$ cat src/rtl/audio_pkg.sv
// Shared types and constants for the audio output gain ramp.
package audio_pkg;

    localparam int unsigned SAMPLE_W   = 16;
    localparam int unsigned GAIN_W     = 9;
    localparam int unsigned GAIN_UNITY = 2 ** (GAIN_W - 1);

    typedef logic signed [SAMPLE_W-1:0] sample_t;

    typedef enum logic [2:0] {
        ST_HOLDOFF,
        ST_RAMP_UP,
        ST_RUN,
        ST_RAMP_DOWN,
        ST_MUTED
    } audio_state_e;

endpackage

$ cat src/rtl/audio_gain_mul.sv
// Two-stage signed sample x unsigned gain multiply with floor shift back to sample width.
module audio_gain_mul
    import audio_pkg::*;
#(
    parameter int unsigned WIDTH     = 16,
    parameter int unsigned GAIN_BITS = 9
) (
    input  logic                        clk_sys,
    input  logic                        reset,
    input  logic                        load,
    input  logic                        update,
    input  logic signed [WIDTH-1:0]     sample,
    input  logic        [GAIN_BITS-1:0] gain,
    output logic signed [WIDTH-1:0]     result
);

    localparam int unsigned PW = WIDTH + GAIN_BITS + 1;

    logic signed [WIDTH-1:0]     s1_sample;
    logic        [GAIN_BITS-1:0] s1_gain;
    logic signed [PW-1:0]        product;

    // Gain is zero-extended so the multiply stays signed; the shifted result always fits WIDTH.
    assign product = PW'(s1_sample) * PW'($signed({1'b0, s1_gain}));

    always_ff @(posedge clk_sys) begin
        if (reset) begin
            s1_sample <= '0;
            s1_gain   <= '0;
            result    <= '0;
        end else begin
            if (load) begin
                s1_sample <= sample;
                s1_gain   <= gain;
            end
            if (update) begin
                result <= WIDTH'(product >>> (GAIN_BITS - 1));
            end
        end
    end

endmodule

$ cat src/rtl/audio_out_ramp.sv
// Audio output stage: post-reset hold-off, click-free linear gain ramp, soft mute and DAC enable.
module audio_out_ramp
    import audio_pkg::*;
#(
    parameter int unsigned WIDTH     = 16,
    parameter int unsigned HOLDOFF   = 8388608,
    parameter int unsigned STEP_DIV  = 1024,
    parameter int unsigned GAIN_BITS = 9
) (
    input  logic                    clk_sys,
    input  logic                    reset,
    input  logic                    ce,
    input  logic                    mute_req,
    input  logic signed [WIDTH-1:0] in_l,
    input  logic signed [WIDTH-1:0] in_r,
    output logic signed [WIDTH-1:0] out_l,
    output logic signed [WIDTH-1:0] out_r,
    output logic                    out_valid,
    output logic                    dac_en,
    output logic                    muted
);

    localparam int unsigned HW = (HOLDOFF > 1) ? $clog2(HOLDOFF) : 1;
    localparam int unsigned SW = (STEP_DIV > 1) ? $clog2(STEP_DIV) : 1;
    localparam logic [HW-1:0]        HOLD_LAST = HW'(HOLDOFF - 1);
    localparam logic [SW-1:0]        STEP_LAST = SW'(STEP_DIV - 1);
    localparam logic [GAIN_BITS-1:0] GAIN_ONE  = GAIN_BITS'(1);
    localparam logic [GAIN_BITS-1:0] UNITY     = GAIN_ONE << (GAIN_BITS - 1);
    localparam logic [GAIN_BITS-1:0] UNITY_M1  = UNITY - GAIN_ONE;

    audio_state_e         state;
    logic [HW-1:0]        hold_cnt;
    logic [SW-1:0]        step_cnt;
    logic [GAIN_BITS-1:0] gain;
    logic                 load_d;

    // Controller: every state change, count and gain step happens on ce only.
    always_ff @(posedge clk_sys) begin
        if (reset) begin
            state     <= ST_HOLDOFF;
            hold_cnt  <= '0;
            step_cnt  <= '0;
            gain      <= '0;
            load_d    <= 1'b0;
            out_valid <= 1'b0;
            dac_en    <= 1'b0;
            muted     <= 1'b1;
        end else begin
            load_d    <= ce;
            out_valid <= load_d;
            if (ce) begin
                muted <= 1'b0;
                case (state)
                    ST_HOLDOFF: begin
                        muted <= 1'b1;
                        if (hold_cnt == HOLD_LAST) begin
                            dac_en   <= 1'b1;
                            step_cnt <= '0;
                            state    <= mute_req ? ST_MUTED : ST_RAMP_UP;
                            muted    <= mute_req;
                        end else begin
                            hold_cnt <= hold_cnt + HW'(1);
                        end
                    end
                    ST_RAMP_UP: begin
                        if (mute_req) begin
                            state    <= ST_RAMP_DOWN;
                            step_cnt <= '0;
                        end else if (gain == UNITY) begin
                            state    <= ST_RUN;
                            step_cnt <= '0;
                        end else if (step_cnt == STEP_LAST) begin
                            step_cnt <= '0;
                            gain     <= gain + GAIN_ONE;
                            if (gain == UNITY_M1) begin
                                state <= ST_RUN;
                            end
                        end else begin
                            step_cnt <= step_cnt + SW'(1);
                        end
                    end
                    ST_RUN: begin
                        gain <= UNITY;
                        if (mute_req) begin
                            state    <= ST_RAMP_DOWN;
                            step_cnt <= '0;
                        end
                    end
                    ST_RAMP_DOWN: begin
                        if (!mute_req) begin
                            state    <= ST_RAMP_UP;
                            step_cnt <= '0;
                        end else if (gain == '0) begin
                            state    <= ST_MUTED;
                            step_cnt <= '0;
                            muted    <= 1'b1;
                        end else if (step_cnt == STEP_LAST) begin
                            step_cnt <= '0;
                            gain     <= gain - GAIN_ONE;
                            if (gain == GAIN_ONE) begin
                                state <= ST_MUTED;
                                muted <= 1'b1;
                            end
                        end else begin
                            step_cnt <= step_cnt + SW'(1);
                        end
                    end
                    ST_MUTED: begin
                        gain  <= '0;
                        muted <= 1'b1;
                        if (!mute_req) begin
                            state    <= ST_RAMP_UP;
                            step_cnt <= '0;
                            muted    <= 1'b0;
                        end
                    end
                    default: begin
                        state <= ST_HOLDOFF;
                        muted <= 1'b1;
                    end
                endcase
            end
        end
    end

    audio_gain_mul #(.WIDTH(WIDTH), .GAIN_BITS(GAIN_BITS)) u_mul_l (
        .clk_sys (clk_sys),
        .reset   (reset),
        .load    (ce),
        .update  (load_d),
        .sample  (in_l),
        .gain    (gain),
        .result  (out_l)
    );

    audio_gain_mul #(.WIDTH(WIDTH), .GAIN_BITS(GAIN_BITS)) u_mul_r (
        .clk_sys (clk_sys),
        .reset   (reset),
        .load    (ce),
        .update  (load_d),
        .sample  (in_r),
        .gain    (gain),
        .result  (out_r)
    );

endmodule

$ cat config.mk
export PLATFORM = sky130hd
export DESIGN_NAME = audio_out_ramp
export DESIGN_NICKNAME = d
export VERILOG_FILES = /design/src/rtl/audio_pkg.sv /design/src/rtl/audio_gain_mul.sv /design/src/rtl/audio_out_ramp.sv
export SDC_FILE = /design/constraint.sdc
export NUM_CORES = 1
export LEC_CHECK = 0
export CORE_AREA = 2 2 174 176
export DETAILED_ROUTE_END_ITERATION = 7
export DIE_AREA = 0 0 176 178
export PLACE_DENSITY = 0.74
export SLEW_MARGIN = 30
export SYNTH_ARGS = -nofsm -noshare
export SYNTH_HDL_FRONTEND = slang
export SYNTH_SLANG_ARGS = --single-unit
$ cat constraint.sdc
create_clock -name clk_sys -period 5.2 [get_ports clk_sys]
set_input_delay 0.78 -clock clk_sys [delete_from_list [all_inputs] [get_ports clk_sys]]
set_output_delay 0.78 -clock clk_sys [all_outputs]
set_load 0.02 [all_outputs]
# Word-level counts from Yosys, hierarchy flattened
# Cells that the tools add are included.
[totals] latch_bits=0 out_inout_bits=35 romBits=0 elab_cells=88 mem_bits_rw=0 ff_bits=122 memories=0
[op_classes] n_div=0 order_cmp=0 shifts=0 n_reduce_logical=10 mux=36 bitwise_logic=1 addsub=4 eq_ne=22 mul=2
[ops] operator="10-bit 2-to-1 mux" n=8
[ops] operator="9-bit 2-to-1 mux" n=6
[ops] operator="10-bit one-hot mux with 5 select lines" n=1
[ops] operator="16-bit by 10-bit multiplier with 24-bit output" n=2
[ops] operator="3-bit 2-to-1 mux" n=12
[ops] operator="9-bit one-hot mux with 4 select lines" n=1
[ops] operator="23-bit by 1-bit adder with 23-bit output, second input constant" n=1
[ops] operator="23-bit == test, second input constant" n=1
[ops] operator="2-bit inequality test, second input constant" n=9
[ops] operator="4-bit inequality test, second input constant" n=4
[ops] operator="8-bit AND reduction" n=2
[ops] operator="3-bit one-hot mux with 5 select lines" n=1
[ops] operator="10-bit by 1-bit adder with 10-bit output, second input constant" n=1
[ops] operator="10-bit == test, second input constant" n=1
[ops] operator="9-bit by 1-bit adder with 9-bit output, second input constant" n=1
[ops] operator="9-bit by 1-bit == test with 1-bit output, second input constant" n=1
[ops] operator="9-bit by 8-bit == test with 1-bit output, second input constant" n=1
[ops] operator="9-bit == test, second input constant" n=1
[ops] operator="9-bit zero test" n=1
[ops] operator="9-bit by 1-bit subtractor with 9-bit output, second input constant" n=1
[ops] operator="3-bit by 2-bit == test with 1-bit output, second input constant" n=2
[ops] operator="1-bit 2-to-1 mux" n=6
[ops] operator="3-bit AND reduction" n=2
[ops] operator="5-bit AND reduction" n=1
[ops] operator="8 further kinds" n=8

# Depth between registers and ports, before layout
[depth] depth_word=6 ltp_mapped=21 ltp_nobuf=20

# Cells and area by module
# A second synthesis with hierarchy kept.
[hier_totals] hier_cells=1791 hier_area_um2=15825.2
[modules_own_cells] mod="audio_gain_mul (u_mul_r)" cells_per_inst=720 area_per_inst_um2=6493.7 instances=1
[modules_own_cells] mod="audio_gain_mul (u_mul_l)" cells_per_inst=709 area_per_inst_um2=6391.1 instances=1
[modules_own_cells] mod="audio_out_ramp" cells_per_inst=362 area_per_inst_um2=2940.3 instances=1

# Worst setup path after synthesis
# OpenSTA, ideal clock, no wires.
[synth_path] path_kind="register to register" startpoint="register u_mul_r.s1_gain[6]" endpoint="register u_mul_r.result[13]" setup_slack_ps=-295 path_buffers=1 stages_incl_launch_ff=20 synth_period_minus_slack_ps=5495 t_arrival_ps=5361 path_cell_list="dfxtp_1 clkbuf_1 nand2_1 fa_1 inv_1 fa_1 fa_1 fa_1 inv_1 fa_1 inv_1 ha_1 a211oi_1 o21ai_0 a211o_1 a31oi_4 o211ai_2 nand2_1 nor4b_1 or4_1"
[synth_between] elab_chain_len=1
[synth_rtl] item="start: declaration" line="audio_gain_mul.sv:20" text="logic [GAIN_BITS-1:0] s1_gain;"
[synth_rtl] item="start signal: assignment" line="audio_gain_mul.sv:34" text="s1_gain <= gain;"
[synth_rtl] item="16-bit by 10-bit multiplier with 24-bit output" line="audio_gain_mul.sv:24" text="assign product = PW'(s1_sample) * PW'($signed({1'b0, s1_gain}));"
[synth_rtl] item="end signal: assignment" line="audio_gain_mul.sv:37" text="result <= WIDTH'(product >>> (GAIN_BITS - 1));"
[synth_rtl] item="end: declaration" line="audio_gain_mul.sv:14" text="output logic signed [WIDTH-1:0] result"
# No other way between the ends.
# A chain may end at the register's enable or synchronous reset.

# Worst setup path in the final report
[layout_path] startpoint="register u_mul_r.s1_gain[4]" endpoint="register u_mul_r.result[13]"
# Same word-level chain as after synthesis.

==> results.json <==
{
  "max_freq_mhz": 192,
  "report.final.hold_viol_count": 0,
  "totalPowerFinal_mw": 2.56,
  "ys_types": 80,
  "path_cells": "buf_12 > buf_4 > and2_1 > fa_1 > fa_1 > fa_1 > fa_1 > inv_1 > fa_1 > inv_2 > ha_4 > o21a_1 > a211o_1 > a31oi_4 > o211ai_2 > nand2_1 > nor4b_1 > or4_1",
  "r2r_slack_ns": -0.02,
  "root_buffer": "clkbuf_16",
  "chipWidth_um": 176,
  "ir_worst_vdd_mv": 0.258,
  "avgRoutedWirePerCell_um": 16.5,
  "yosysSeqAreaShare_pct": 16.5,
  "io_buffers": 70,
  "final_cell_count_no_fill": 2229,
  "synth.cell_area_sq_um": 14800,
  "syn_to_final_growth_pct": 22.5,
  "post-route-cell-area_sq_um": 18100,
  "finalCritPeriodShare_pct": 100,
  "worst_ep_required_time_ns": 5.51,
  "ios": 71,
  "htree_levels": 4,
  "hold_depth": 2,
  "via_count": 11800,
  "antenna_found_initial": 0,
  "die_h_um": 178,
  "clock-sinks": 122,
  "min_to": "u_mul_r.result[5]",
  "fp-row-count": 63,
  "reg2regPathDepth": 18,
  "crit_path_start_kind": "flip-flop",
  "hold_start": "u_mul_r.result[5]",
  "p_sw_share_pct": 28.9,
  "initial_utilization_pct": 50.2,
  "drive_above_1_share_pct": 16.7,
  "syn_avg_cell_area_sq_um": 8.92,
  "hold_class": "reg2reg",
  "antenna_left": 0,
  "async_flop_share_pct": 0,
  "grt_max_degree": 64,
  "power_leakage_nw": 9.07,
  "gp_congestion": 0.858,
  "dpl.cell_count": 2173,
  "layout_setup_ws_ns": -0.0171,
  "first_pass_iters": 5,
  "synthesis.nets": 2025,
  "yosys_warnings": 0,
  "intPower_mw": 1.82,
  "vias_per_cell": 5.27,
  "cp_top_family": "adder cells",
  "path_clk_slew_ns": 0.07,
  "clkLatencyLatePin_ns": 0.44,
  "arrival_ns": 5.53,
  "cp_common_cell": "fa_1",
  "fin_crit_ns": 5.22,
  "drt_iter0_drc": 623,
  "grtUsageTotal_pct": 24.6,
  "antenna_cells": 0,
  "cts.path.max_buffers": 2,
  "synth_cells": 1655,
  "grt_pass1_vias": 12400,
  "synth_ff_type": "dfxtp_1",
  "tritoncts": "done",
  "violations": "setup timing",
  "drcViolationCount": 0,
  "postCtsHoldBufs": 0,
  "r2r-start": "u_mul_r.s1_gain[4]",
  "cts_buffers": 17,
  "outcome": "complete, but fails checks",
  "clock_skew_ns": 0.0163,
  "setup_viol": 2,
  "cp_max_fo": 13,
  "tns_ns": -0.0214,
  "fp.dieArea_sq_um": 31300,
  "critPathCaptureType": "flip-flop",
  "grt_first_pass_wirelength_um": 60700,
  "power_frac_comb_pct": 10.6,
  "p_seq_share_pct": 39.0,
  "cpPeakStageDelay_ns": 0.55,
  "p_sw_mw": 0.738,
  "hpwl_um": 27300,
  "slew_headroom_pct": 38.6,
  "p_per_area_nw_per_um2": 142,
  "placed_area_sq_um": 16800,
  "tightest_slew_ns": 0.921,
  "power_frac_clock_pct": 50.5,
  "rsz0062_at_grt": "true",
  "crit_path_top_delay_cell": "fa_1",
  "cap_violations": 0,
  "synth_edf_count": 0,
  "core_area_sq_um": 29400,
  "wirelength_um": 36800,
  "synth_seq_cells": 122,
  "critPathBufInv": 4,
  "r2r-end": "u_mul_r.result[13]",
  "final_max_slew_viol_count": 0,
  "nets": 2196,
  "critPathKind": "reg2reg",
  "grt_overflow_total": 0
}
[cell usage after synthesis, drive strengths merged, types with 10 or more instances]
cell | n | area, sq um
o21ai | 25 | 129
a21oi | 44 | 224
nand2 | 191 | 717
nor2 | 120 | 458
buf | 10 | 51.3
fa | 228 | 4560
nand3 | 23 | 115
and2 | 142 | 888
nand4 | 13 | 96.3
clkbuf | 76 | 287
and3 | 12 | 75.1
ha | 106 | 1330
dfxtp | 122 | 2440
xor2 | 35 | 307
nor3 | 11 | 55.1
mux2i | 62 | 621
xnor2 | 34 | 298
inv | 276 | 1040
[what timing repair did]
item | in CTS | in global routing
pin swaps | 52 | 47
buffers inserted | 14 | 10
gates resized for setup | 80 | 45
gates cloned | 1 | 0
endpoints found under the setup margin | 21 | 24
[through the flow]
stage	utilization, %	hold slack (ns)	setup slack [ns]
floorplan	-	0.440	-0.0478
global placement	57.1	0.456	-0.148
detailed placement	57.1	0.455	-0.281
CTS	60.7	0.470	-0.0482
global route	61.5	0.474	-0.197
finish	61.5	0.459	-0.0171
[per-layer routing]
layer	vias to the layer above	track usage (%)	routed length, um
met3	75	3.96	1630
met1	5870	30.3	15100
li1	5527	-	-
met4	0	8.37	1020
met2	279	44.1	19000
met5	-	0	0
[registers in the layout, indices dropped and copies added (netlist names), 3 cells and up]
signal	flops
step_cnt	10
gain	9
u_mul_r.s1_sample	16
state	3
u_mul_r.result	16
u_mul_r.s1_gain	9
hold_cnt	23
u_mul_l.s1_sample	16
u_mul_l.result	16
[final cells by class]
| cell class | instances | area, sq um |
|---|---|---|
| sequential | 122 | 2480 |
| clock buffer | 18 | 439 |
| multi-input combinational | 1171 | 11300 |
| inverter | 276 | 1040 |
| tap | 390 | 488 |
| fill | 2391 | 11300 |
| clock inverter | 14 | 174 |
| timing repair buffer | 238 | 2130 |
[worst reg2reg max path, cell delays in order, from the launching register on]
cell and delay, ns:
dfxtp_2 0.34, buf_12 0.15, buf_4 0.15, and2_1 0.15
fa_1 0.55, fa_1 0.44, fa_1 0.51, fa_1 0.50
inv_1 0.06, fa_1 0.53, inv_2 0.05, ha_4 0.24
o21a_1 0.18, a211o_1 0.32, a31oi_4 0.22, o211ai_2 0.14
nand2_1 0.10, nor4b_1 0.05, or4_1 0.42
[power groups by stage]
stage	sequential (mW)	clock, mW	combinational [mW]
after floorplan	0.996	0	0.163
after global placement	1.02	0	0.258
after detailed placement	1.02	0	0.262
after CTS	0.995	1.31	0.268
after global routing	0.998	1.35	0.294
final	0.997	1.29	0.270
[layout by cell type (no fill, tap or decap), types with 17 or more instances in the layout]
cell type / instances
a21oi_1: 38
and2_1: 136
buf_4: 143
buf_6: 17
clkbuf_16: 17
clkdlybuf4s50_1: 68
dfxtp_1: 104
fa_1: 221
ha_1: 88
inv_1: 266
mux2i_1: 62
nand2_1: 189
nand3_1: 21
nor2_1: 117
xnor2_1: 33
xor2_1: 34
[cells by family (layout without fill, tap and decap cells)]
| logic type | Yosys count | count (layout) | share of synthesized area (%) |
|---|---|---|---|
| buffers and inverters | 362 | 546 | 9.31 |
| XOR/XNOR | 69 | 69 | 4.09 |
| adder cells (fa/ha/maj) | 334 | 334 | 39.9 |
| multiplexers | 62 | 62 | 4.20 |
| flip-flops | 122 | 122 | 16.5 |
| AO/OA/AOI/OAI | 144 | 144 | 6.91 |
| AND/OR/NAND/NOR | 562 | 562 | 19.0 |
[worst max path at each step]
stage                                   from                  to  depth (start not counted)
after floorplan           u_mul_r.s1_gain[2]  u_mul_r.result[13]                         19
after global placement    u_mul_r.s1_gain[6]  u_mul_l.result[14]                         18
after detailed placement  u_mul_r.s1_gain[6]  u_mul_l.result[14]                         19
after CTS                 u_mul_r.s1_gain[5]  u_mul_l.result[14]                         21
after global routing      u_mul_r.s1_gain[4]  u_mul_l.result[14]                         20
final                     u_mul_r.s1_gain[4]  u_mul_r.result[13]                         18
No activity file was read; power rests on OpenSTA's default activity.
